[src/rtl/sdr_fifo_pkg.sv]
// Shared FIFO helpers: clog2, occupancy-count width and flag reset values.
// Latency: n/a (package only).
// Backpressure: n/a (package only).
package sdr_fifo_pkg;

    // Ceiling log2 for elaboration-time sizing; returns 0 for v <= 1
    function automatic int clog2(input int v);
        int r;
        r = 0;
        for (int i = 0; i < 31; i++) begin
            if ((1 << i) < v) begin
                r = i + 1;
            end
        end
        return r;
    endfunction

    // Occupancy counter needs one extra bit so that it can hold DEPTH itself
    function automatic int cnt_width(input int depth);
        return clog2(depth) + 1;
    endfunction

    // Flag values after reset or flush (an empty FIFO)
    localparam logic FLAG_EMPTY_RST  = 1'b1;
    localparam logic FLAG_FULL_RST   = 1'b0;
    localparam logic FLAG_AEMPTY_RST = 1'b1;
    localparam logic FLAG_AFULL_RST  = 1'b0;
    localparam logic FLAG_ERR_RST    = 1'b0;

endpackage

[src/rtl/fifo_mem_2p.sv]
// Simple dual-port storage: one synchronous write port, one asynchronous read port.
// Latency: write visible on the read port the cycle after the write edge; read is combinational.
// Backpressure: none; the caller gates the write enable.
module fifo_mem_2p
    import sdr_fifo_pkg::*;
#(
    parameter int WIDTH = 32,
    parameter int DEPTH = 16,
    localparam int ADDR_W = clog2(DEPTH)
) (
    input  logic              clk,
    input  logic              i_we,
    input  logic [ADDR_W-1:0] i_waddr,
    input  logic [WIDTH-1:0]  i_wdat,
    input  logic [ADDR_W-1:0] i_raddr,
    output logic [WIDTH-1:0]  o_rdat
);

    logic [WIDTH-1:0] r_mem [DEPTH];

    // Storage is intentionally not reset; the pointers define what is valid
    always_ff @(posedge clk) begin
        if (i_we) begin
            r_mem[i_waddr] <= i_wdat;
        end
    end

    assign o_rdat = r_mem[i_raddr];

endmodule

[src/rtl/sync_fifo_prog.sv]
// Single-clock FIFO with occupancy count, programmable almost flags, sticky errors, flush, optional FWFT.
// Latency: FWFT=0 read data 1 clock after accepted rd_en; FWFT=1 head word visible 1 clock after write.
// Backpressure: writes while full are dropped (overflow), reads while empty ignored (underflow).
module sync_fifo_prog
    import sdr_fifo_pkg::*;
#(
    parameter int WIDTH         = 32,
    parameter int DEPTH         = 16,
    parameter int FWFT          = 0,
    parameter int AFULL_THRESH  = DEPTH - 2,
    parameter int AEMPTY_THRESH = 2,
    localparam int ADDR_W = clog2(DEPTH),
    localparam int CNT_W  = cnt_width(DEPTH)
) (
    input  logic             clk,
    input  logic             rst_n,
    input  logic             flush,
    input  logic [WIDTH-1:0] din,
    input  logic             wr_en,
    input  logic             rd_en,
    output logic [WIDTH-1:0] dout,
    output logic             full,
    output logic             empty,
    output logic             almost_full,
    output logic             almost_empty,
    output logic [CNT_W-1:0] count,
    output logic             overflow,
    output logic             underflow
);

    logic [ADDR_W-1:0] r_wr_ptr;
    logic [ADDR_W-1:0] r_rd_ptr;
    logic [CNT_W-1:0]  r_count;
    logic              r_full;
    logic              r_empty;
    logic              r_afull;
    logic              r_aempty;
    logic              r_ovf;
    logic              r_unf;
    logic [WIDTH-1:0]  r_dout;

    logic              w_wr_acc;
    logic              w_rd_acc;
    logic [CNT_W-1:0]  w_cnt_nxt;
    logic [WIDTH-1:0]  w_rd_dat;

    // Flush suppresses both ports so neither the pointers nor the sticky flags move
    assign w_wr_acc = wr_en && !r_full  && !flush;
    assign w_rd_acc = rd_en && !r_empty && !flush;

    fifo_mem_2p #(
        .WIDTH (WIDTH),
        .DEPTH (DEPTH)
    ) u_mem (
        .clk     (clk),
        .i_we    (w_wr_acc),
        .i_waddr (r_wr_ptr),
        .i_wdat  (din),
        .i_raddr (r_rd_ptr),
        .o_rdat  (w_rd_dat)
    );

    // Next occupancy; simultaneous accepted read and write cancel out
    always_comb begin
        w_cnt_nxt = r_count;
        case ({w_wr_acc, w_rd_acc})
            2'b10:   w_cnt_nxt = r_count + CNT_W'(1);
            2'b01:   w_cnt_nxt = r_count - CNT_W'(1);
            default: w_cnt_nxt = r_count;
        endcase
    end

    // Pointers, count and count-derived flags, all registered from the next count
    always_ff @(posedge clk or negedge rst_n) begin
        if (!rst_n) begin
            r_wr_ptr <= '0;
            r_rd_ptr <= '0;
            r_count  <= '0;
            r_full   <= FLAG_FULL_RST;
            r_empty  <= FLAG_EMPTY_RST;
            r_afull  <= FLAG_AFULL_RST;
            r_aempty <= FLAG_AEMPTY_RST;
        end else if (flush) begin
            r_wr_ptr <= '0;
            r_rd_ptr <= '0;
            r_count  <= '0;
            r_full   <= FLAG_FULL_RST;
            r_empty  <= FLAG_EMPTY_RST;
            r_afull  <= FLAG_AFULL_RST;
            r_aempty <= FLAG_AEMPTY_RST;
        end else begin
            if (w_wr_acc) begin
                r_wr_ptr <= r_wr_ptr + ADDR_W'(1);
            end
            if (w_rd_acc) begin
                r_rd_ptr <= r_rd_ptr + ADDR_W'(1);
            end
            r_count  <= w_cnt_nxt;
            r_full   <= (w_cnt_nxt == CNT_W'(DEPTH));
            r_empty  <= (w_cnt_nxt == '0);
            r_afull  <= (w_cnt_nxt >= CNT_W'(AFULL_THRESH));
            r_aempty <= (w_cnt_nxt <= CNT_W'(AEMPTY_THRESH));
        end
    end

    // Sticky error flags; rejected requests during flush do not count as errors
    always_ff @(posedge clk or negedge rst_n) begin
        if (!rst_n) begin
            r_ovf <= FLAG_ERR_RST;
            r_unf <= FLAG_ERR_RST;
        end else if (flush) begin
            r_ovf <= FLAG_ERR_RST;
            r_unf <= FLAG_ERR_RST;
        end else begin
            if (wr_en && r_full) begin
                r_ovf <= 1'b1;
            end
            if (rd_en && r_empty) begin
                r_unf <= 1'b1;
            end
        end
    end

    // Registered read data for the standard (non-FWFT) mode; holds across flush
    always_ff @(posedge clk or negedge rst_n) begin
        if (!rst_n) begin
            r_dout <= '0;
        end else if (w_rd_acc) begin
            r_dout <= w_rd_dat;
        end
    end

    // FWFT exposes the head word directly and forces zero while empty
    assign dout         = (FWFT != 0) ? (r_empty ? '0 : w_rd_dat) : r_dout;
    assign full         = r_full;
    assign empty        = r_empty;
    assign almost_full  = r_afull;
    assign almost_empty = r_aempty;
    assign count        = r_count;
    assign overflow     = r_ovf;
    assign underflow    = r_unf;

endmodule

[config.mk]
export PLATFORM = sky130hd
export DESIGN_NAME = sync_fifo_prog
export DESIGN_NICKNAME = d
export VERILOG_FILES = /design/src/rtl/sdr_fifo_pkg.sv /design/src/rtl/fifo_mem_2p.sv /design/src/rtl/sync_fifo_prog.sv
export SDC_FILE = /design/constraint.sdc
export NUM_CORES = 1
export LEC_CHECK = 0
export CAP_MARGIN = 0
export CELL_PAD_IN_SITES_DETAIL_PLACEMENT = 0
export CELL_PAD_IN_SITES_GLOBAL_PLACEMENT = 2
export CORE_MARGIN = 2
export CORE_UTILIZATION = 52
export DETAILED_ROUTE_END_ITERATION = 6
export PLACE_DENSITY = 0.9
export SLEW_MARGIN = 10
export SYNTH_ARGS = -nofsm -noshare
export SYNTH_HDL_FRONTEND = slang
export SYNTH_SLANG_ARGS = --single-unit
[constraint.sdc]
create_clock -name clk -period 8.27 [get_ports clk]
set_input_delay 1.654 -clock clk [delete_from_list [all_inputs] [get_ports clk]]
set_output_delay 1.654 -clock clk [all_outputs]
set_load 0.05 [all_outputs]
==> impl_metrics.toml <==
[drt]
drt_iter0_markers = 992
vias = 9967
routed-wl-met2_um = 21990
vias_per_cell = 5.983
drtAntennaViolNets = 0
wl_um = 43760
wl_met3_um = 2869
topRoutingLayerUsed = "met5"
drc_errors = 0
wl_per_cell_um = 26.27
wl_met1_um = 18110
drtPass1Iterations = 5

[worst_setup_path]
cpPeakStageDelay_ps = 480
reg2reg_to = "full"
rr_startpoint = "empty"
worstSetupStartpointType = "input pin"
required_ps = 8750
rrSetupSlack_ps = 4920
endpoint_kind = "flip-flop"
r2r_cells = 11
worstPathArrival_ps = 5170
critPathMaxFanout = 37
critPathKind = "input pin to flip-flop"
crit_slowest_cell = "or3b_2"
path_cells = "clkdlybuf4s50_1, buf_4, or3b_2, buf_4, inv_6, nand2_4, xnor2_1, ha_1, nor4_1, nor4_2, a2111oi_4, xnor2_2, and4bb_1"
cpMostUsedCell = "buf_4"

[timing]
hold_slack_ps = 472.0
period_needed_ps = 4688
worst_pin_slew_ps = 1118
clock.fmax_ghz = 0.2133
rsz0062_at_grt = "no"
timing.final.crit_share_pct = 56.69
fin_skew_ps = 19.65
relSlewSlack_pct = 25.43
hold_viol_final = 0
final_max_slew_viol_count = 0
fin_tns_setup_ps = 0
setup_viol = 0
fin_ws_ps = 3582

[logic_synthesis]
ys.flop_type = "edfxtp_1"
netlist_instances = 981
yosysTopAreaCell = "edfxtp_1"
synth.avg_cell_area_um2 = 21.98
synth_cell_types = 47
syn-cell-area_mm2 = 0.02157
synth_nets = 1025
synth-edff-count = 512
synth.top_cells.by_count = "512 x edfxtp_1, 160 x mux4_2, 105 x nand2_1"
yosys_warnings = 0
synth_top_area_share_pct = 71.29
ys_seq_elements = 563
synth_most_common_cell = "edfxtp_1"
async_flop_share_pct = 9.059
synth_area_leaders = "edfxtp_1 71%, mux4_2 17%, dfrtp_1 5.7%"
ys_seq_area_share_pct = 77.22

[die]
die_h_um = 207.6
start_util_pct = 52.70
die_area_mm2 = 0.04312
io_pins = 80
die-width_um = 207.6
core-area_mm2 = 0.04092
row_count = 74

[global_route]
grt_pass1_wl_um = 66240
grt_overflow = 0
grt_pass1_vias = 10540
track_usage_pct = 20.79
grt_max_degree = 68
antenna_found_initial = 1

[clocking]
clk_pin_slew_ps = 60
clock_path_buffers = 3
cts_max_level = 2
clock_latency_ps = 610
cts_sinks = 563
cts_setup_buffers = 0
hold_buffers = 0
ctsRootBufferMaster = "clkbuf_16"
cts_resized = 0
cts_made_buffers = 54
cts_tree = "done"

[place]
gp_congestion = 0.7147
hpwl_um = 21890
port_buffers = 79
dp_cells = 1565
place_ws_ps = 2975

[cells_and_area]
nets = 1133
drive_gt1_share_pct = 26.01
area_growth_pct = 15.53
fillers = 2827
antennaDiodeCount = 0
stdcell_count = 1666

[power_and_ir_drop]
peakVddDrop_uv = 169.2
pwr_density_cell_mw_per_mm2 = 260.4
cellLeakagePower_nw = 7.918

[worst_hold_path]
hold_path_class = "flip-flop to flip-flop"
holdCritStartpoint = "dout[22]"
whs_path_depth = 2
min_to = "dout[22]"

[status]
status = "finished, final reports clean"

[job]
cap_violations = 0
sequential cells by signal, indices dropped and copies added, names as in the netlist:
| signal | count |
|---|---|
| full | 1 |
| empty | 1 |
| almost_empty | 1 |
| dout | 32 |
| almost_full | 1 |
| underflow | 1 |
| r_wr_ptr | 4 |
| u_mem.r_mem | 512 |
| r_rd_ptr | 4 |
| overflow | 1 |
| count | 5 |
worst max-delay path by stage:
stage	cells after the start	to	slack (ps)	start
floorplan	3	u_mem.r_mem[2][0]	2670	flush
global placement	13	full	3040	flush
detailed placement	13	full	2970	flush
CTS	13	full	3610	flush
global route	13	almost_full	3400	flush
finish	13	full	3580	flush
per-stage QoR:
step	power, mW	cell area, um^2	util [%]
after floorplan	3.788	21570	-
after global placement	4.052	23100	56.46
after detailed placement	4.062	23100	56.46
after CTS	6.544	24910	60.88
after global routing	6.705	24910	60.88
final	6.488	24910	60.88
metal layers:
metal | track usage (%) | up-vias
li1 | - | 4244
met1 | 28.62 | 5298
met2 | 34.67 | 360
met3 | 4.160 | 63
met4 | 5.258 | 2
met5 | 0 | -
cell usage in the layout, fill, tap and decap left out, drive strengths merged, types with 3 or more instances in the layout:
master and n:
nand2 106, clkbuf 71, nand4 3, mux4 160, nor2 26, clkinv 18, clkdlybuf4s50 78, edfxtp 512
ha 7, xor2 5, xnor2 5, inv 7, clkinvlp 4, a21oi 4, bufinv 7, nor4 5
nand2b 5, dfrtp 49, nor3 3, nor2b 3, buf 27, nor3b 3
worst max-delay path: cells and delay by family:
kind                     cells  cell delay [ps]
adder cells (fa/ha/maj)      1              220
XOR/XNOR                     2              350
AO/OA/AOI/OAI                1              410
buffers and inverters        4             1290
AND/OR/NAND/NOR              5             1180
area by class of cell:
cell class | instances | area [um^2] | area share (%)
Tap cell | 532 | 665.6 | 2.672
Timing Repair Buffer | 105 | 980.9 | 3.937
Inverter | 6 | 27.53 | 0.1105
Multi-Input combinational cell | 359 | 4767 | 19.13
Clock buffer | 71 | 1456 | 5.846
Sequential cell | 563 | 16660 | 66.88
Clock inverter | 30 | 352.8 | 1.416
power by group:
| part | switching (mW) | internal (mW) |
|---|---|---|
| Combinational | 0.447 | 0.277 |
| Clock | 1.03 | 1.46 |
| Sequential | 0.0749 | 3.20 |
cell families (layout without fill, tap and decap cells):
group,after synthesis,in the layout,synth area share (%)
flip-flops,563,563,77.22
AND/OR/NAND/NOR,164,164,3.348
multiplexers,162,162,16.80
buffers and inverters,59,212,1.160
AO/OA/AOI/OAI,16,16,0.6209
XOR/XNOR,10,10,0.4409
adder cells (fa/ha/maj),7,7,0.4061
Power figures use the tool's default switching activity.
